===== config.mk =====
export PLATFORM = sky130hd
export DESIGN_NAME = pattern_det_ctrl
export DESIGN_NICKNAME = d
export VERILOG_FILES = /design/src/rtl/pattern_det_pkg.sv /design/src/rtl/pattern_shreg.sv /design/src/rtl/pattern_det_ctrl.sv
export SDC_FILE = /design/constraint.sdc
export NUM_CORES = 1
export LEC_CHECK = 0
export ABC_AREA = 1
export BUFFER_PORTS_ARGS = -buffer_cell sky130_fd_sc_hd__buf_2
export CORE_ASPECT_RATIO = 1.75
export CORE_MARGIN = 2
export CORE_UTILIZATION = 58
export CTS_BUF_LIST = sky130_fd_sc_hd__clkbuf_4 sky130_fd_sc_hd__clkbuf_8
export CTS_CLUSTER_SIZE = 40
export DETAILED_ROUTE_END_ITERATION = 8
export HOLD_SLACK_MARGIN = 0.05
export PLACE_DENSITY = 0.82
export SYNTH_ARGS = -nofsm -noshare
export SYNTH_HDL_FRONTEND = slang
export SYNTH_SLANG_ARGS = --single-unit

===== constraint.sdc =====
create_clock -name clk -period 3 [get_ports clk]
set_clock_uncertainty 0.1 [all_clocks]
set_input_delay 0.6 -clock clk [delete_from_list [all_inputs] [get_ports clk]]
set_output_delay 0.6 -clock clk [all_outputs]
set_load 0.02 [all_outputs]

===== src/rtl/pattern_det_pkg.sv =====
// Shared types and constants for the serial pattern detector.
package pattern_det_pkg;

  localparam int PAT_W = 8;
  localparam int CNT_W = 8;

  typedef enum logic [1:0] {
    IDLE = 2'd0,
    RUN  = 2'd1,
    DONE = 2'd2
  } state_t;

  // Configuration loaded by reset: detect 101, length 3, overlapping, run until stop.
  localparam int         RST_PATTERN = 5;
  localparam logic [3:0] RST_LEN     = 4'd3;
  localparam logic       RST_OVERLAP = 1'b1;
  localparam int         RST_TARGET  = 0;

endpackage


===== src/rtl/pattern_shreg.sv =====
// History shift register, saturating valid-bit counter and masked pattern compare.
// hit is combinational and reflects the history as it will be after this cycle's shift.
module pattern_shreg #(
  parameter int PAT_W = 8
) (
  input  logic             clk,
  input  logic             rst,
  input  logic             clear,
  input  logic             shift,
  input  logic             din,
  input  logic             overlap,
  input  logic [PAT_W-1:0] pattern,
  input  logic [3:0]       len,
  output logic             hit
);

  localparam int BW = $clog2(PAT_W + 1);
  localparam int CW = (BW > 4) ? BW : 4;

  logic [PAT_W-1:0] hist_reg, hist_next, mask;
  logic [BW-1:0]    seen_reg, seen_next;

  // Post-shift history/count and the compare against the low len bits of the pattern.
  always_comb begin
    hist_next = {hist_reg[PAT_W-2:0], din};
    seen_next = (seen_reg == BW'(PAT_W)) ? seen_reg : seen_reg + BW'(1);
    mask      = ~({PAT_W{1'b1}} << len);
    hit       = shift && (CW'(seen_next) >= CW'(len)) &&
                (((hist_next ^ pattern) & mask) == '0);
  end

  // History and bit count; non-overlap mode restarts the count after a match.
  always_ff @(posedge clk or posedge rst) begin
    if (rst) begin
      hist_reg <= '0;
      seen_reg <= '0;
    end else if (clear) begin
      hist_reg <= '0;
      seen_reg <= '0;
    end else if (shift) begin
      hist_reg <= hist_next;
      seen_reg <= (hit && !overlap) ? '0 : seen_next;
    end
  end

endmodule


===== src/rtl/pattern_det_ctrl.sv =====
// Run-control FSM, shadow configuration and match counter for the serial pattern detector.
module pattern_det_ctrl #(
  parameter int PAT_W = pattern_det_pkg::PAT_W,
  parameter int CNT_W = pattern_det_pkg::CNT_W
) (
  input  logic             clk,
  input  logic             rst,
  input  logic             cfg_we,
  input  logic [PAT_W-1:0] cfg_pattern,
  input  logic [3:0]       cfg_len,
  input  logic             cfg_overlap,
  input  logic [CNT_W-1:0] cfg_target,
  input  logic             start,
  input  logic             stop,
  input  logic             din_valid,
  input  logic             din,
  output logic             busy,
  output logic             match,
  output logic [CNT_W-1:0] match_cnt,
  output logic             done,
  output logic             cfg_err
);

  import pattern_det_pkg::*;

  state_t           state_reg, state_next;
  logic [PAT_W-1:0] pattern_reg;
  logic [3:0]       len_reg;
  logic             overlap_reg;
  logic [CNT_W-1:0] target_reg;
  logic [CNT_W-1:0] cnt_reg, cnt_next, cnt_inc;
  logic             match_reg, cfg_err_reg;
  logic             shift, clear, hit, len_ok, cfg_load;

  pattern_shreg #(.PAT_W(PAT_W)) u_shreg (
    .clk     (clk),
    .rst     (rst),
    .clear   (clear),
    .shift   (shift),
    .din     (din),
    .overlap (overlap_reg),
    .pattern (pattern_reg),
    .len     (len_reg),
    .hit     (hit)
  );

  // Next state, run entry and counter update; stop always dominates start.
  always_comb begin
    state_next = state_reg;
    clear      = 1'b0;
    shift      = (state_reg == RUN) && din_valid;
    cnt_inc    = (&cnt_reg) ? cnt_reg : cnt_reg + CNT_W'(1);
    case (state_reg)
      IDLE, DONE: begin
        if (stop) begin
          state_next = IDLE;
        end else if (start) begin
          state_next = RUN;
          clear      = 1'b1;
        end
      end
      RUN: begin
        if (stop)
          state_next = IDLE;
        else if (hit && (target_reg != '0) && (cnt_inc == target_reg))
          state_next = DONE;
      end
      default: state_next = IDLE;
    endcase
    if (clear)
      cnt_next = '0;
    else if (hit)
      cnt_next = cnt_inc;
    else
      cnt_next = cnt_reg;
    len_ok   = (32'(cfg_len) >= 2) && (32'(cfg_len) <= PAT_W);
    cfg_load = cfg_we && (state_reg != RUN) && len_ok;
  end

  // State, counter and registered pulse outputs.
  always_ff @(posedge clk or posedge rst) begin
    if (rst) begin
      state_reg   <= IDLE;
      cnt_reg     <= '0;
      match_reg   <= 1'b0;
      cfg_err_reg <= 1'b0;
    end else begin
      state_reg   <= state_next;
      cnt_reg     <= cnt_next;
      match_reg   <= hit;
      cfg_err_reg <= cfg_we && !cfg_load;
    end
  end

  // Shadow configuration, written only outside RUN with a legal length.
  always_ff @(posedge clk or posedge rst) begin
    if (rst) begin
      pattern_reg <= PAT_W'(RST_PATTERN);
      len_reg     <= RST_LEN;
      overlap_reg <= RST_OVERLAP;
      target_reg  <= CNT_W'(RST_TARGET);
    end else if (cfg_load) begin
      pattern_reg <= cfg_pattern;
      len_reg     <= cfg_len;
      overlap_reg <= cfg_overlap;
      target_reg  <= cfg_target;
    end
  end

  assign busy      = (state_reg == RUN);
  assign done      = (state_reg == DONE);
  assign match     = match_reg;
  assign match_cnt = cnt_reg;
  assign cfg_err   = cfg_err_reg;

endmodule


==> summary.md <==
| Metric | Value |
|---|---|
| Sequential share of the synthesized area | 0.453 |
| Max IR drop VDD | approximately 0.00052 V |
| R2R cell count | 15 |
| DP Wirelength | between 4000 and 5000 um |
| Seq cells post-synth | 44 |
| Status | finished clean |
| Average size of a mapped cell | 7.48 um^2 |
| Final worst path period need | around 2.5 ns |
| Hold Fails Final Rpt | 0 |
| Htree depth | 2 |
| Fmax | 400 MHz |
| Critical path class | reg2reg |
| Setup crit end kind | flip-flop |
| Core area | just over 4000 um^2 |
| Clk sink count | 44 |
| Rel. slew slack | 0.638 |
| CP Launch Type | flip-flop |
| Starting Density | 0.595 |
| RSZ-0062 raised after global routing | false |
| Slowest-stage cell, CP | dfrtp_1 |
| Initial antenna violation count | 0 |
| Largest net degree at the start of global routing | 45 |
| DR WL/cell | between 10 and 15 um |
| Tightest Pin Transition | roughly 0.54 ns |
| Pwr Density | 600 nW/um^2 |
| Syn Inst Count | roughly 330 |
| Via Count | around 2300 |
| Netlist cell types | 30 |
| Max Cap Viol | 0 |
| IO Pins | 40 |
| Nets | approximately 410 |
| Cts hold-fix bufs | 0 |
| Worst path max stage delay | approximately 0.40 ns |
| Clock Path Buffers | 2 |
| Layout cells sized above 1 | 0.206 |
| Flop2flop setup slack | ~0.50 ns |
| Register clock-pin slew on the reported worst setup and hold paths | roughly 0.090 ns |
| Syn-to-layout area delta | 16.6% |
| Routability cong. | 0.880 |
| Drt total wl | about 5500 um |
| Crit path max fanout | 8 |
| DRT iter0 DRCs | between 60 and 70 |
| Tcrit/Tclk final | 0.832 |
| Die area | between 4000 and 5000 um^2 |
| Worst path bufs/invs | 1 |
| Global-route wire length before repair | approximately 9500 um |
| Commonest non-fill, non-tap cells in the layout | nand2_1 (111), inv_1 (41), dfrtp_1 (39), buf_2 (39), nand3_1 (26) |
| Port bufs | 39 |
| Core Rows | 31 |
| # setup viols final | 0 |
| Hold Crit Class | in2async |
| Delay-heaviest family, CP | simple AND/OR/NAND/NOR gates |
| Clk_lat worst skew | approximately 0.31 ns |
| Setup TNS | 0 ns |
| Syn Nets | between 300 and 400 |
| Detailed Routing Iterations Pass 1 | 4 |
| Global route overflow | 0 |
| Max-slew violations | 0 |
| Postcts setup bufs | 0 |
| Synthesis Warnings | 0 |
| CTS tree | yes |
| CTS buffer count | 5 |
| Antenna Nets Post-Route | 0 |
| Die height | approximately 90 um |
| Remaining DRCs | 0 |
| Area of the mapped netlist | 2450 um^2 |
| Die X | 53.1 um |
| CP Cell Sequence | inv_1, ha_1, nand3_1, xor2_1, ha_1, o21bai_1, nand3_1, nand3_1, nand2_1, nor2_8, nand2_1, nor2_1, nand3_1, nand2_1, nand2_1 |
| GRT Util Overall | 0.267 |
| Most common cell after layout, fill and taps aside | nand2_1 |
| CP Depth | 15 |
| Cells resized by post-CTS repair | 0 |
| Top cells by area, synth | dfrtp_1 (40%), nand2_1 (17%), inv_1 (6.3%) |
| Data arrival, critical path | between 2 and 3 ns |
| Leading area contributor after synthesis | dfrtp_1 |
| Ant. Diodes | 0 |
| CTS Root Buffer Type | clkbuf_8 |
| Top-area cell type share of the netlist area | 0.399 |
| Req. time, crit path | between 3 and 4 ns |
| Power Total | about 1.7 mW |
| Hold Slack | around 0.31 ns |
| Vias in the first global route | around 2300 |
| Leakage | 1.56 nW |
| DR vias/cell | ~5.3 |
[power breakdown]
group          switching, mW  leakage (nW)  internal (mW)  total [mW]
Combinational          0.281         0.931          0.176       0.457
Sequential            0.0691         0.563          0.691       0.761
Clock                  0.201        0.0645          0.294       0.494
Total                  0.550          1.56           1.16        1.71
[through the flow]
step	cells	area (um^2)	worst slack, ns	util
floorplan	327	2450	0.873	-
global placement	415	2730	0.700	0.663
detailed placement	415	2730	0.525	0.663
CTS	423	2850	0.509	0.694
global route	423	2850	0.248	0.694
finish	423	2850	0.503	0.694
[worst register-to-register path: stages, from the launching register on]
cell and delay, ns:
dfrtp_1 0.40, inv_1 0.11, ha_1 0.16, nand3_1 0.12
xor2_1 0.19, ha_1 0.19, o21bai_1 0.14, nand3_1 0.10
nand3_1 0.09, nand2_1 0.13, nor2_8 0.19, nand2_1 0.07
nor2_1 0.11, nand3_1 0.15, nand2_1 0.10, nand2_1 0.05
[synth_stat cells]
cell / number
dfrtp_1: 39
nand4_1: 2
a21oi_2: 2
o21ai_0: 22
nand3_2: 2
clkbuf_1: 1
nor2_2: 4
xor2_1: 5
o22ai_1: 12
nand3_1: 26
inv_2: 6
nor3_1: 1
o21ai_2: 1
or2_1: 1
nor2_4: 1
nand2_2: 2
dfstp_2: 5
nor2_1: 24
nor2_8: 1
nand2_1: 111
o21bai_1: 1
ha_1: 7
or2_2: 1
buf_2: 3
nand2_4: 1
inv_1: 41
a21oi_1: 2
nand3b_1: 1
o21ai_1: 1
clkinv_1: 1
[layer usage]
metal / vias to the layer above / wire [um] / global-route usage
met3: 18 / 184 / 0.0465
met2: 51 / 3090 / 0.485
li1: 1120 / - / -
met5: - / 0 / 0
met1: 1072 / 2020 / 0.263
met4: 0 / 218 / 0.156
[worst paths after layout]
path / end / startpoint
max: state_reg[0] / u_shreg.seen_reg[0]
min: target_reg[4] / rst
max reg2reg: state_reg[0] / u_shreg.seen_reg[0]
min reg2reg: overlap_reg / overlap_reg
max in group asynchronous: overlap_reg / rst
min in group clk: target_reg[6] / cfg_target[6]
[area by class of cell]
class,count,area [um^2]
fill,382,1260
clock buffer,7,96.3
multi-input combinational,231,1140
timing repair buffer,43,238
tap,49,61.3
sequential,44,1110
clock inverter,1,30.0
inverter,48,180
[cell families (layout without fill, tap and decap cells)]
logic type                 after synthesis  after routing  share of synthesized area
and+or+nand+nor                        178            178                      0.317
xor gates and xnor gates                 5              5                     0.0179
adders and majority gates                7              7                     0.0358
DFF                                     44             44                      0.453
AOI/OAI and AO/OA                       41             41                     0.0957
buffers and inverters                   52             99                     0.0813
No activity file was read; power rests on OpenSTA's default activity.
